<file path="src/rtl/core_types.sv">
// Shared core types: MEM1 request struct, data-memory bridge FSM state and
// request register, and memory access-size encodings.
package core_types;

  localparam logic [2:0] MEM_TYPE_BYTE = 3'b000;
  localparam logic [2:0] MEM_TYPE_HALF = 3'b001;
  localparam logic [2:0] MEM_TYPE_WORD = 3'b010;

  typedef struct packed {
    logic        ce;
    logic        we;
    logic [31:0] addr;
    logic [3:0]  sel;
    logic [31:0] data;
    logic [2:0]  rd_type;
    logic [2:0]  wr_type;
  } mem_cache_struct;

  typedef enum logic [2:0] {
    IDLE,
    RD_REQ,
    RD_WAIT,
    WR_REQ,
    DONE
  } dmem_state_t;

  typedef struct packed {
    logic        we;
    logic [31:0] addr;
    logic [3:0]  sel;
    logic [31:0] data;
    logic [2:0]  rd_type;
    logic [2:0]  wr_type;
  } dmem_req_t;

endpackage

</file>
<file path="src/rtl/dmem_bridge_store_buffer.sv">
// Single-entry posted-store buffer for dmem_bridge; drains on the write
// channel and frees itself on the wr_req & wr_rdy handshake.
module dmem_store_buffer (
  input  logic        clk,
  input  logic        rst,
  input  logic        push,
  input  logic [31:0] push_addr,
  input  logic [3:0]  push_wstrb,
  input  logic [31:0] push_data,
  input  logic [2:0]  push_type,
  input  logic        wr_rdy,
  output logic        valid,
  output logic [31:0] addr,
  output logic [3:0]  wstrb,
  output logic [31:0] data,
  output logic [2:0]  wr_type
);

  always_ff @(posedge clk or posedge rst) begin
    if (rst) begin
      valid   <= 1'b0;
      addr    <= '0;
      wstrb   <= '0;
      data    <= '0;
      wr_type <= '0;
    end else if (push) begin
      valid   <= 1'b1;
      addr    <= push_addr;
      wstrb   <= push_wstrb;
      data    <= push_data;
      wr_type <= push_type;
    end else if (valid && wr_rdy) begin
      valid <= 1'b0;
    end
  end

endmodule

</file>
<file path="src/rtl/dmem_bridge.sv">
// Uncached data-memory responder: one MEM1 request at a time, turned into a
// single-beat rd/wr bus transaction. Optional posted store: DMEM_STORE_BUFFER_EN.
module dmem_bridge
  import core_types::*;
(
  input  logic            clk,
  input  logic            rst,
  input  mem_cache_struct signal_cache_i,
  output logic            cache_ack,
  output logic [31:0]     rdata_o,
  output logic            rdata_valid_o,
  output logic            rd_req,
  output logic [2:0]      rd_type,
  output logic [31:0]     rd_addr,
  input  logic            rd_rdy,
  input  logic            ret_valid,
  input  logic            ret_last,
  input  logic [31:0]     ret_data,
  output logic            wr_req,
  output logic [2:0]      wr_type,
  output logic [31:0]     wr_addr,
  output logic [3:0]      wr_wstrb,
  output logic [31:0]     wr_data,
  input  logic            wr_rdy
);

  dmem_state_t state, state_nxt;
  dmem_req_t   req;
  logic [31:0] rdata_q;
  logic        accept;
  logic        ack;
  logic        sb_push;
  logic        sb_valid;

  always_comb begin
    state_nxt = state;
    accept    = 1'b0;
    sb_push   = 1'b0;
    ack       = 1'b0;
    case (state)
      IDLE: begin
        if (signal_cache_i.ce) begin
`ifdef DMEM_STORE_BUFFER_EN
          // Loads wait for the buffer to drain so they observe the posted store.
          if (signal_cache_i.we) begin
            if (!sb_valid) sb_push = 1'b1;
            else           ack     = 1'b1;
          end else if (sb_valid) begin
            ack = 1'b1;
          end else begin
            ack       = 1'b1;
            accept    = 1'b1;
            state_nxt = RD_REQ;
          end
`else
          ack       = 1'b1;
          accept    = 1'b1;
          state_nxt = signal_cache_i.we ? WR_REQ : RD_REQ;
`endif
        end
      end
      RD_REQ: begin
        ack = 1'b1;
        if (rd_rdy) state_nxt = RD_WAIT;
      end
      RD_WAIT: begin
        ack = 1'b1;
        if (ret_valid && ret_last) state_nxt = DONE;
      end
      WR_REQ: begin
        ack = 1'b1;
        if (wr_rdy) state_nxt = DONE;
      end
      DONE:    state_nxt = IDLE;
      default: state_nxt = IDLE;
    endcase
  end

  always_ff @(posedge clk or posedge rst) begin
    if (rst) begin
      state   <= IDLE;
      req     <= '0;
      rdata_q <= '0;
    end else begin
      state <= state_nxt;
      if (accept) begin
        req.we      <= signal_cache_i.we;
        req.addr    <= signal_cache_i.addr;
        req.sel     <= signal_cache_i.sel;
        req.data    <= signal_cache_i.data;
        req.rd_type <= signal_cache_i.rd_type;
        req.wr_type <= signal_cache_i.wr_type;
      end
      if (state == RD_WAIT && ret_valid && ret_last) rdata_q <= ret_data;
    end
  end

  // ce can be high while rst is asserted; keep the stall low during reset.
  assign cache_ack     = ack & ~rst;
  assign rdata_o       = rdata_q;
  assign rdata_valid_o = (state == DONE) && !req.we;
  assign rd_req        = (state == RD_REQ);
  assign rd_addr       = req.addr;
  assign rd_type       = req.rd_type;

`ifdef DMEM_STORE_BUFFER_EN
  dmem_store_buffer u_store_buffer (
    .clk        (clk),
    .rst        (rst),
    .push       (sb_push),
    .push_addr  (signal_cache_i.addr),
    .push_wstrb (signal_cache_i.sel),
    .push_data  (signal_cache_i.data),
    .push_type  (signal_cache_i.wr_type),
    .wr_rdy     (wr_rdy),
    .valid      (sb_valid),
    .addr       (wr_addr),
    .wstrb      (wr_wstrb),
    .data       (wr_data),
    .wr_type    (wr_type)
  );
  assign wr_req = sb_valid;
`else
  assign sb_valid = 1'b0;
  assign wr_req   = (state == WR_REQ);
  assign wr_addr  = req.addr;
  assign wr_wstrb = req.sel;
  assign wr_data  = req.data;
  assign wr_type  = req.wr_type;
`endif

endmodule

</file>
<file path="config.mk">
export PLATFORM = sky130hd
export DESIGN_NAME = dmem_bridge
export DESIGN_NICKNAME = d
export VERILOG_FILES = /design/src/rtl/core_types.sv /design/src/rtl/dmem_bridge_store_buffer.sv /design/src/rtl/dmem_bridge.sv
export SDC_FILE = /design/constraint.sdc
export NUM_CORES = 1
export LEC_CHECK = 0
export ABC_CLOCK_PERIOD_IN_PS = 4650
export BUFFER_PORTS_ARGS = -buffer_cell sky130_fd_sc_hd__buf_4
export CAP_MARGIN = 20
export CORE_MARGIN = 1.5
export CORE_UTILIZATION = 35
export CTS_BUF_LIST = sky130_fd_sc_hd__clkbuf_16
export DETAILED_ROUTE_END_ITERATION = 8
export GPL_TIMING_DRIVEN = 0
export HOLD_SLACK_MARGIN = 0.05
export SKIP_LAST_GASP = 1
export SYNTH_ARGS = -nofsm -noshare
export SYNTH_HDL_FRONTEND = slang
export SYNTH_SLANG_ARGS = --single-unit
</file>
<file path="constraint.sdc">
create_clock -name clk -period 4.65 [get_ports clk]
set_input_delay 0.465 -clock clk [delete_from_list [all_inputs] [get_ports clk]]
set_output_delay 0.465 -clock clk [all_outputs]
set_load 0.05 [all_outputs]
</file>
==> impl_metrics.tcl, run 1 <==
set metrics [dict create \
    status "finished clean" \
    clockBufferDepth 2 \
    vias_per_cell 4.25 \
    tightest_slew_ns 0.769 \
    r2r_slack_ns 2.84 \
    ys_seq_area_share_pct 55.0 \
    final.setup_skew_ns 0.00433 \
    root_buffer "clkbuf_16" \
    final_cell_mix "buf_4, dfrtp_1, mux2_2" \
    grt_first_pass_wirelength_um 17000 \
    wl_per_cell_um 14.1 \
    final_core_util_pct 53.4 \
    gp_congestion 0.754 \
    required_ns 4.18 \
    drt_first_pass_iters 4 \
    place_area_sq_um 7170 \
    avgSynthCellArea_sq_um 14.0 \
    drcViolationCount 0 \
    final_nets 739 \
    synthesis.nets 472 \
    worstSkewPairLatency_ns 0.34 \
    crit_path_top_delay_cell "dfrtp_1" \
    io_pins 256 \
    rsz0062_at_grt "false" \
    arrival_ns 1.47 \
    coreArea_sq_um 13900 \
    initial_core_util_pct 35.9 \
    antenna_cells 0 \
    grt_max_degree 62 \
    hold_class "primary input to asynchronous set/reset pin" \
    hold_viol_final 0 \
    timing.setup.tns_ns 0 \
    final_common_cell "buf_4" \
    drive_above_1_share_pct 70.5 \
    final.period_utilization_pct 41.7 \
    ys_seq_elements 110 \
    clock-sinks 110 \
    final_antenna_net_count 0 \
    syn_to_final_growth_pct 48.8 \
    critical_path.max_stage_delay_ns 0.35 \
    critPathCaptureType "primary output" \
    clkTransAtPathRegs_ns 0.07 \
    totalWireLength_um 11400 \
    dpl.hpwl_um 8960 \
    startpoint "state[1]$_DFFE_PP0P_" \
    startpoint_type "flip-flop" \
    rows 43 \
    synth_area_sq_um 5000 \
    synth.area.top_cells "dfrtp_1, buf_4, mux2_2, mux2_1, buf_6" \
    antenna_found_initial 0 \
    io_buffers 255 \
    vias 3431 \
    die-area_sq_um 15000 \
    maxSlewViolCount 0 \
    reg2reg_depth 5 \
    r2r-end "wr_data[19]$_DFFE_PP0P_" \
    netlist_instances 358 \
    ctsResizeCount 0 \
    track_usage_pct 15.1 \
    synth_top_cell_by_area "dfrtp_1" \
    synth_cell_types 19 \
    hold-worst-slack_ns 0.289 \
    maxCapViolations 0 \
    design_area_sq_um 7440 \
    cts_buffers 9 \
    yosys_warnings 0 \
    first_iter_violations 123 \
    grt_pass1_vias 3335 \
    crit_type "flip-flop to primary output" \
    htreeDepth 3 \
    post_cts_buffers 0 \
    cts_tree "yes" \
    crit_fanout 9 \
    cts_hold_buf 0 \
    relSlewSlack_pct 48.7 \
    setup_viol 0 \
    gr-total-overflow 0 \
    min_period_ns 1.94 \
    die_h_um 123 \
    fp.dieW_um 123 \
    path_cells "buf_2, nor4b_1, buf_4" \
    synth_top_area_share_pct 55.0 \
    r2r_start "state[1]$_DFFE_PP0P_" \
    max_freq_ghz 0.516 \
]
flip-flops by register name, summed over array words and instances (netlist names):
signal    cells
rd_addr      32
rd_type       3
rdata_o      32
req           1
state         3
wr_data      32
wr_type       3
wr_wstrb      4
Yosys cell counts:
master    instances
a21o_1            1
nand3b_1          2
nand3_1           1
nor2_1            1
nand2_1           2
buf_4           110
mux2_1           52
nor4b_4           1
buf_6             5
buf_2             4
nor2_2            1
dfrtp_1         110
a221oi_1          1
a21oi_1           3
nand2b_1          3
mux2_2           55
nor3_1            3
nor4b_1           1
inv_1             2
critical path: cells and delay by family, from the launching register on:
kind	cells	cell delay [ns]
DFF	1	0.35
buffers and inverters	2	0.45
and+or+nand+nor	1	0.34
worst max-delay path by stage:
stage / endpoint / slack, ns / cells past startpoint
final: rdata_valid_o / 2.71 / 3
after floorplan: rd_addr[0]$_DFFE_PP0P_ / 1.28 / 1
after detailed placement: wr_data[22]$_DFFE_PP0P_ / 2.83 / 5
after global routing: rdata_valid_o / 2.62 / 3
after global placement: rdata_o[17]$_DFFE_PP0P_ / -0.12 / 2
after CTS: rdata_valid_o / 2.73 / 3
stage by stage:
| step | setup slack [ns] | instances |
|---|---|---|
| floorplan | 1.28 | 358 |
| global placement | -0.115 | 793 |
| detailed placement | 2.83 | 794 |
| CTS | 2.73 | 808 |
| global route | 2.62 | 808 |
| finish | 2.71 | 808 |
cells by family after synthesis:
group	synth area share [%]
buf+inv	18.2
mux	24.1
flops	55.0
compound gates	0.625
simple gates	2.08
routing by layer:
| layer | vias up | part of all wire (%) | global-route usage, % |
|---|---|---|---|
| li1 | 1635 | - | - |
| met1 | 1626 | 39 | 17.8 |
| met2 | 157 | 49 | 25.0 |
| met3 | 13 | 9.4 | 5.07 |
| met4 | 0 | 2.0 | 6.90 |
| met5 | - | 0 | 0 |
layout make-up:
class / instances / area [sq um]
Fill cell: 1254 / 6490
Sequential cell: 110 / 2750
Timing Repair Buffer: 256 / 1940
Multi-Input combinational cell: 127 / 1340
Buffer: 119 / 902
Clock buffer: 9 / 225
Tap cell: 180 / 225
Clock inverter: 5 / 45.0
Inverter: 2 / 10.0
Power of run 1 is not shown: default switching activity piles up to over one toggle a cycle in this logic, so the estimate is an artifact.
==> run 2, diff against run 1 <==
--- a/config.mk
+++ b/config.mk
@@ -5,7 +5,7 @@
 export SDC_FILE = /design/constraint.sdc
 export NUM_CORES = 1
 export LEC_CHECK = 0
-export ABC_CLOCK_PERIOD_IN_PS = 4650
+export ABC_CLOCK_PERIOD_IN_PS = 1800
 export BUFFER_PORTS_ARGS = -buffer_cell sky130_fd_sc_hd__buf_4
 export CAP_MARGIN = 20
 export CORE_MARGIN = 1.5
==> constraint.sdc (replaced) <==
create_clock -name clk -period 1.8 [get_ports clk]
set_input_delay 0.18 -clock clk [delete_from_list [all_inputs] [get_ports clk]]
set_output_delay 0.18 -clock clk [all_outputs]
set_load 0.05 [all_outputs]
==> impl_metrics.tcl, run 2 (synthesis gave the netlist of run 1 again) <==
set metrics [dict create \
    status "finished clean" \
    track_usage_pct 15.9 \
    grt_first_pass_wirelength_um 18300 \
    initial_core_util_pct 35.9 \
    cts_tree "yes" \
    fill_cells 1192 \
    io_pins 256 \
    worstSkewPairLatency_ns 0.34 \
    wl_per_cell_um 13.8 \
    final.setup_skew_ns 0.00475 \
    final.period_utilization_pct 95.7 \
    rows 43 \
    coreArea_sq_um 13900 \
    vias_per_cell 4.27 \
    final_nets 796 \
    clock-sinks 110 \
    gp_congestion 0.732 \
    drt_first_pass_iters 4 \
    antenna_cells 0 \
    drcViolationCount 0 \
    totalWireLength_um 12000 \
    crit_fanout 10 \
    final_antenna_net_count 0 \
    crit_top_cell "buf_6" \
    io_buffers 255 \
    critical_path.max_stage_delay_ns 0.35 \
    rsz0062_at_grt "true" \
    die_h_um 123 \
    grt_max_degree 42 \
    final_common_cell "buf_4" \
    path_cells "buf_2, nor4b_4, buf_6, buf_6, mux2_1" \
    startpoint_type "flip-flop" \
    drive_above_1_share_pct 65.7 \
    required_ns 2.02 \
    tightest_slew_ns 0.698 \
    maxCapViolations 0 \
    placed_cells 795 \
    antenna_found_initial 0 \
    syn_to_final_growth_pct 61.6 \
    max_freq_ghz 0.581 \
    hold_class "primary input to flip-flop" \
    root_buffer "clkbuf_16" \
    vias 3699 \
    final_cell_mix "buf_4, dfrtp_1, mux2_2" \
    maxSlewViolCount 0 \
    clkTransAtPathRegs_ns 0.07 \
    htreeDepth 3 \
    arrival_ns 1.94 \
    timing.final.ws_setup_ns 0.0781 \
    gr-total-overflow 0 \
    clockBufferDepth 2 \
    first_iter_violations 100 \
    instances_no_fill 866 \
    grt_pass1_vias 3757 \
    timing.setup.tns_ns 0 \
    pre_cts_slack_ns 0.00236 \
    fp.dieW_um 123 \
    min_period_ns 1.72 \
    critPathCaptureType "flip-flop" \
    hold_viol_final 0 \
    die-area_sq_um 15000 \
    crit_path_top_delay_cell "dfrtp_1" \
    cts_buffers 9 \
    dpl.hpwl_um 8900 \
    crit_type "flip-flop to flip-flop" \
    setup_viol 0 \
    relSlewSlack_pct 53.4 \
]
-- run 2: cell types whose count changed in the layout (fill, tap and decap cells not counted), sizes merged --
cell and delta:
bufinv +2, dlygate4sd3 +53, buf +4, clkinvlp +1
inv -2
-- run 2: worst paths after layout --
path	from	to	slack, ns	depth (start not counted)
setup / recovery	state[1]$_DFFE_PP0P_	wr_data[12]$_DFFE_PP0P_	0.08	5
hold / removal	signal_cache_i[9]	wr_data[3]$_DFFE_PP0P_	0.06	2
setup reg to reg	state[1]$_DFFE_PP0P_	wr_data[12]$_DFFE_PP0P_	0.08	5
hold reg to reg	wr_data[26]$_DFFE_PP0P_	wr_data[26]$_DFFE_PP0P_	0.48	1
max in group asynchronous	rst	wr_data[8]$_DFFE_PP0P_	0.66	4
min in group asynchronous	rst	rdata_o[31]$_DFFE_PP0P_	0.51	3
-- run 2: final cells by class --
type	instances	area (sq um)	share of cell area, %
sequential	110	2750	34.1
timing repair buffer	313	2510	31.0
multi-input combinational	127	1350	16.7
buffer	119	906	11.2
clock buffer	9	225	2.79
tap	180	225	2.79
clock inverter	6	103	1.27
inverter	2	11.3	0.139
-- run 2: routing by layer --
metal | part of all wire (%) | wire length (um) | global-route usage, %
met2 | 49 | 5930 | 26.6
met5 | 0 | 0 | 0
met4 | 2.7 | 319 | 7.63
met1 | 38 | 4610 | 18.4
met3 | 9.4 | 1130 | 5.34
-- run 2: worst max-delay path: cells and delay by family (launching register included) --
family                 cells  cell delay (ns)
and+or+nand+nor            1             0.33
muxes                      1             0.34
buffers and inverters      3             0.57
DFF                        1             0.35
-- run 2: repair_timing --
action | CTS | global route
gates resized for setup | 1 | 1
hold endpoints to repair | 80 | 1
setup endpoints to repair | 7 | 16
buffers inserted | 0 | 3
gates cloned | 0 | 0
hold buffers | 52 | 1
-- run 2: through the flow --
step	cell area, sq um	hold slack (ns)	util (%)
detailed placement	7190	0.342	51.6
global route	8080	0.0507	58.0
global placement	7150	0.398	51.3
floorplan	5010	0.315	-
CTS	8040	0.0503	57.7
finish	8080	0.0620	58.0
Power of run 2 is left out for the same reason.
